## src/rtl/fetch_unit_pkg.sv

```systemverilog
// Shared types and constants for the instruction-fetch stage.
package fetch_unit_pkg;

  localparam int unsigned XLEN = 32;
  localparam logic [XLEN-1:0] NopInstr = 32'h0000_0013;
  localparam logic [XLEN-1:0] ResetPcDefault = 32'h0000_0000;

  typedef struct packed {
    logic [XLEN-1:0] instr;
    logic [XLEN-1:0] pc;
    logic [XLEN-1:0] pc4;
    logic            valid;
  } if_id_t;

endpackage

```

## src/rtl/fetch_fifo.sv

```systemverilog
// Synchronous FIFO of IF/ID entries with clear; no internal bypass.
module fetch_fifo
  import fetch_unit_pkg::*;
#(
  parameter int unsigned DEPTH = 2
) (
  input  logic                     clk,
  input  logic                     rst,
  input  logic                     clr,
  input  logic                     push,
  input  if_id_t                   push_data,
  input  logic                     pop,
  output if_id_t                   head,
  output logic [$clog2(DEPTH):0]   count
);

  localparam int unsigned PtrW = $clog2(DEPTH);
  localparam int unsigned CntW = PtrW + 1;

  if_id_t          mem_q [DEPTH];
  logic [PtrW-1:0] wptr_q, rptr_q;
  logic [CntW-1:0] count_q;
  logic            do_push, do_pop;

  assign do_pop  = pop && (count_q != '0);
  assign do_push = push && ((count_q != CntW'(DEPTH)) || do_pop);

  always_ff @(posedge clk) begin
    if (rst || clr) begin
      wptr_q  <= '0;
      rptr_q  <= '0;
      count_q <= '0;
    end else begin
      if (do_push) begin
        mem_q[wptr_q] <= push_data;
        wptr_q        <= wptr_q + PtrW'(1);
      end
      if (do_pop) begin
        rptr_q <= rptr_q + PtrW'(1);
      end
      count_q <= count_q + CntW'(do_push) - CntW'(do_pop);
    end
  end

  assign head  = mem_q[rptr_q];
  assign count = count_q;

endmodule

```

## src/rtl/fetch_unit.sv

```systemverilog
// Instruction-fetch stage: PC, credit-limited memory requests, response FIFO and IF/ID register.
module fetch_unit
  import fetch_unit_pkg::*;
#(
  parameter int unsigned           DATA_WIDTH = XLEN,
  parameter logic [DATA_WIDTH-1:0] RESET_PC   = ResetPcDefault,
  parameter int unsigned           QDEPTH     = 2,
  parameter logic [DATA_WIDTH-1:0] NOP_INSTR  = NopInstr
) (
  input  logic                  clk,
  input  logic                  rst,
  output logic                  imem_req_valid,
  input  logic                  imem_req_ready,
  output logic [DATA_WIDTH-1:0] imem_req_addr,
  input  logic                  imem_resp_valid,
  input  logic [DATA_WIDTH-1:0] imem_resp_data,
  input  logic                  StallD,
  input  logic                  FlushD,
  input  logic                  PCSrcE,
  input  logic [DATA_WIDTH-1:0] PCTargetE,
  output logic [DATA_WIDTH-1:0] InstrD,
  output logic [DATA_WIDTH-1:0] PCD,
  output logic [DATA_WIDTH-1:0] PCPlus4D,
  output logic                  ValidD
);

  localparam int unsigned CntW = $clog2(QDEPTH) + 1;
  localparam logic [CntW:0] QLimit = (CntW + 1)'(QDEPTH);

  logic [DATA_WIDTH-1:0] pcf_q, pcf_d, resp_pc;
  logic [CntW-1:0]       out_q, out_d, drop_q, drop_d, fifo_count;
  logic [CntW:0]         inflight;
  if_id_t                ifid_q, ifid_d, fifo_head, resp_entry;
  logic                  accept, resp_keep, resp_drop, fifo_empty;
  logic                  fifo_push, fifo_pop, fifo_clr;

  assign inflight       = {1'b0, out_q} + {1'b0, fifo_count};
  assign imem_req_valid = !rst && (inflight < QLimit) && !PCSrcE;
  assign imem_req_addr  = pcf_q;
  assign accept         = imem_req_valid && imem_req_ready;
  assign resp_keep      = imem_resp_valid && (drop_q == '0);
  assign resp_drop      = imem_resp_valid && (drop_q != '0);
  assign fifo_empty     = (fifo_count == '0);

  // With nothing left to drop, all outstanding requests are contiguous and end at PCF-4,
  // so the oldest one (this response) sits out_q words behind PCF.
  assign resp_pc    = pcf_q - (DATA_WIDTH'(out_q) << 2);
  assign resp_entry = '{instr: imem_resp_data, pc: resp_pc, pc4: resp_pc + DATA_WIDTH'(4),
                        valid: 1'b1};

  fetch_fifo #(
    .DEPTH (QDEPTH)
  ) u_fifo (
    .clk       (clk),
    .rst       (rst),
    .clr       (fifo_clr),
    .push      (fifo_push),
    .push_data (resp_entry),
    .pop       (fifo_pop),
    .head      (fifo_head),
    .count     (fifo_count)
  );

  always_comb begin
    pcf_d     = pcf_q;
    drop_d    = drop_q;
    ifid_d    = ifid_q;
    fifo_push = 1'b0;
    fifo_pop  = 1'b0;
    fifo_clr  = 1'b0;
    out_d     = out_q + CntW'(accept) - CntW'(imem_resp_valid);

    if (PCSrcE) begin
      // Everything still in flight after this edge belongs to the wrong path.
      pcf_d        = PCTargetE;
      fifo_clr     = 1'b1;
      drop_d       = out_q - CntW'(imem_resp_valid);
      ifid_d.instr = NOP_INSTR;
      ifid_d.valid = 1'b0;
    end else begin
      if (accept) pcf_d = pcf_q + DATA_WIDTH'(4);
      drop_d = drop_q - CntW'(resp_drop);
      if (FlushD) begin
        fifo_push    = resp_keep;
        ifid_d.instr = NOP_INSTR;
        ifid_d.valid = 1'b0;
      end else if (StallD) begin
        fifo_push = resp_keep;
      end else if (!fifo_empty) begin
        fifo_pop  = 1'b1;
        fifo_push = resp_keep;
        ifid_d    = fifo_head;
      end else if (resp_keep) begin
        ifid_d = resp_entry;
      end else begin
        ifid_d.instr = NOP_INSTR;
        ifid_d.valid = 1'b0;
      end
    end
  end

  always_ff @(posedge clk) begin
    if (rst) begin
      pcf_q  <= RESET_PC;
      out_q  <= '0;
      drop_q <= '0;
      ifid_q <= '{instr: NOP_INSTR, pc: '0, pc4: DATA_WIDTH'(4), valid: 1'b0};
    end else begin
      pcf_q  <= pcf_d;
      out_q  <= out_d;
      drop_q <= drop_d;
      ifid_q <= ifid_d;
    end
  end

  assign InstrD   = ifid_q.instr;
  assign PCD      = ifid_q.pc;
  assign PCPlus4D = ifid_q.pc4;
  assign ValidD   = ifid_q.valid;

endmodule

```

## config.mk

```make
export PLATFORM = sky130hd
export DESIGN_NAME = fetch_unit
export DESIGN_NICKNAME = d
export VERILOG_FILES = /design/src/rtl/fetch_unit_pkg.sv /design/src/rtl/fetch_fifo.sv /design/src/rtl/fetch_unit.sv
export SDC_FILE = /design/constraint.sdc
export NUM_CORES = 1
export LEC_CHECK = 0
export BUFFER_PORTS_ARGS = -buffer_cell sky130_fd_sc_hd__clkbuf_2
export CORE_MARGIN = 5
export CORE_UTILIZATION = 58
export CTS_CLUSTER_SIZE = 12
export DETAILED_ROUTE_END_ITERATION = 8
export PLACE_DENSITY = 0.88
export RECOVER_POWER = 100
export SLEW_MARGIN = 20
export SYNTH_ARGS = -nofsm -noshare
export SYNTH_HDL_FRONTEND = slang
export SYNTH_SLANG_ARGS = --single-unit
```

## constraint.sdc

```tcl
create_clock -name clk -period 11.7 [get_ports clk]
set_input_delay 0.585 -clock clk [delete_from_list [all_inputs] [get_ports clk]]
set_output_delay 0.585 -clock clk [all_outputs]
set_load 0.01 [all_outputs]
```

==> flow_summary.json <==
{
  "drt_wl_total_um": 37020,
  "num_io_pins": 201,
  "clkTransAtPathRegs_ns": 0.06,
  "timing.final.crit_period_ns": 6.564,
  "clock_skew_ns": 0.01393,
  "ys.warnings.count": 0,
  "ys_ff_latch": 324,
  "rows": 58,
  "grt_pass1_wl_um": 58170,
  "maxSlewViolCount": 350,
  "port_buffers": 200,
  "clock_path_buffers": 3,
  "initial_core_util": 0.5855,
  "end_kind": "register",
  "status": "complete, but fails checks",
  "ir_drop_mv": 0.08974,
  "worst_slack_ns": 5.136,
  "violations": "capacitance limit, slew limit",
  "fin_util": 0.6585,
  "netlist_instances": 1393,
  "dieArea_mm2": 0.02847,
  "min_path_type": "primary input to register",
  "synth.yosys.seq_area_share": 0.5726,
  "synth-compound-area-share": 0.1207,
  "total_power_w": 0.002571,
  "p_leak_nw": 5.456,
  "crit_chain": "clkbuf_2, clkbuf_1, nor2_1, o21ai_0, nor3_1, clkbuf_1, clkbuf_1",
  "avgSynthCellArea_um2": 10.49,
  "worstPathArrival_ns": 6.60,
  "drtIter0Drc": 1446,
  "seq_area_mm2": 0.008372,
  "critPathMaxFanout": 60,
  "synth_xor_area_frac": 0.03887,
  "ant_nets": 0,
  "grt_pass1_vias": 11130,
  "cts_setup_buffers": 0,
  "cpPeakStageDelay_ns": 2.57,
  "cp.required_ns": 11.74,
  "startpoint_type": "primary input",
  "synth_area_leaders": "edfxtp_1 (39%), dfxtp_1 (19%), mux2i_1 (6.5%)",
  "cts_hold_buf": 0,
  "cts_resized": 0,
  "cap_violations": 7,
  "grt_max_degree": 104,
  "synthesis.nets": 1476,
  "rsz0062_at_grt": "false",
  "root_buffer": "clkbuf_16",
  "hold_viol": 0,
  "finalSetupViolations": 0,
  "min-delay-start": "PCTargetE[13]",
  "wire_per_inst_um": 19.58,
  "synthArstFlopShare": 0,
  "numClockSinks": 324,
  "die_h_um": 168.7,
  "yosys.area_share.simple": 0.1526,
  "cts_max_level": 2,
  "fmax_mhz": 152.3,
  "critical_path_class": "primary input to register",
  "crit_start": "PCSrcE",
  "power_density_mw_per_mm2": 156.4,
  "place_ws_ns": 7.484,
  "viasPerCell": 6.100,
  "synth_cell_type_count": 65,
  "synth_top_cell_area_share": 0.3863,
  "synth_top_family_by_area": "simple AND/OR/NAND/NOR gates",
  "antenna_found_initial": 0,
  "clock_latency_ns": 0.51,
  "place.gp.congestion": 0.8407,
  "synth_edf_count": 188,
  "synthAdderAreaFrac": 0.01130,
  "cts_tree": "built",
  "grt_usage": 0.2493,
  "cp_slowest_cell": "clkbuf_1",
  "areaGrowthSynthToFinish_pct": 12.48,
  "dp_hpwl_um": 23590,
  "synth_top_cell_by_area": "edfxtp_1",
  "die_x_um": 168.7,
  "core_mm2": 0.02496,
  "min_period_over_period": 0.5610,
  "firstDrtPassIters": 8,
  "synth_area_mm2": 0.01462,
  "nets": 1617,
  "design_area_mm2": 0.01644,
  "fillers": 1932,
  "dpl_cell_area_mm2": 0.01571,
  "synth_mux_area_frac": 0.06583,
  "drive_above_1_share": 0.06667,
  "slew_headroom": -1.649,
  "drc": 0,
  "vias": 11540,
  "synthFlopType": "edfxtp_1",
  "tightest_slew_ns": 3.974,
  "cts_buffers": 35,
  "tns_ns": 0,
  "crit_top_cell": "clkbuf_1",
  "r2r-start": "drop_q[1]$_SDFF_PP0_",
  "multi_input_area_mm2": 0.005585,
  "overflow": 0
}
==> metal layers <==
metal | track usage | up-vias | wire [um]
li1 | - | 5275 | -
met4 | 0.09104 | 0 | 1231
met5 | 0 | - | 0
met1 | 0.3416 | 5524 | 14770
met3 | 0.04671 | 98 | 3531
met2 | 0.3997 | 638 | 17490
==> cells in the mapped netlist (8+ instances only) <==
cell type	number
nor3_1	33
or3_1	8
o211ai_1	48
dfxtp_1	136
xor2_1	38
buf_1	14
nor4_1	13
nor2_1	176
nor2b_1	9
ha_1	10
clkbuf_1	81
a221oi_1	12
inv_1	27
buf_2	8
nand3_1	17
xnor2_1	25
o21ai_0	25
a211oi_1	13
a21oi_1	150
nand2_1	154
mux2i_1	95
edfxtp_1	188
==> state kept, by name, summed over array words and instances, names as in the netlist, 2 cells and up, named ones only <==
signal	flops
InstrD	32
u_fifo.count	2
PCPlus4D	30
imem_req_addr	32
out_q	2
u_fifo.mem_q	188
drop_q	2
PCD	32
==> kinds of logic after synthesis <==
family,count (synthesis)
buf+inv,137
xor+xnor,64
simple gates,472
compound gates,288
flops,324
fa+ha+maj,12
mux,96
==> power by group <==
part | internal, W | switching (W)
Combinational | 0.0000829 | 0.000181
Clock | 0.000604 | 0.000426
Sequential | 0.00125 | 0.0000280
Total | 0.00194 | 0.000635
==> layout make-up <==
cell class,count,share of cell area
antenna,1,0.0001522
clock buffer,58,0.06294
clock inverter,5,0.001903
inverter,27,0.006165
multi-input combinational,932,0.3398
sequential,324,0.5092
tap,330,0.02512
timing repair buffer,214,0.05472
==> path summary, 6_finish.rpt <==
check                           depth (start not counted)                        endpoint  slack (ns)
worst max-delay path                                    7   u_fifo.mem_q[0][57]$_DFFE_PP_        5.14
worst min-delay path                                    3  imem_req_addr[13]$_SDFFE_PP0N_        0.31
worst max register to register                          7   u_fifo.mem_q[0][57]$_DFFE_PP_        5.68
worst min register to register                          2             PCD[9]$_SDFFE_PP0P_        0.46
==> layout by cell type (no fill, tap or decap), types with 6 or more instances in the layout <==
master / n
nor2b_1: 9
dfxtp_1: 135
nand4_1: 7
inv_1: 27
ha_1: 10
a31oi_1: 6
xnor2_1: 25
mux2i_1: 95
nand3_1: 20
nor3_1: 35
nor2_1: 175
nor3b_1: 9
xor2_1: 39
clkbuf_16: 37
and3_1: 7
edfxtp_1: 188
a21oi_1: 150
o211ai_1: 48
o21ai_0: 26
or3_1: 8
nor4_1: 20
a221oi_1: 12
buf_4: 7
clkbuf_2: 37
a211oi_1: 13
clkbuf_1: 187
nand2_1: 154
==> stage by stage <==
stage,hold slack [ns],instances
5_1_grt,0.3095,1890
2_1_floorplan,0.4703,1393
4_1_cts,0.2744,1889
6_report,0.3086,1891
3_3_place_gp,0.4425,1826
3_5_place_dp,0.4462,1826
==> critical path, delay by kind of cell <==
kind / cells / cell delay (ns)
simple gates: 2 / 0.95
compound gates: 1 / 0.17
buf+inv: 4 / 4.83
Note: power is estimated with default switching activity, not from simulation.
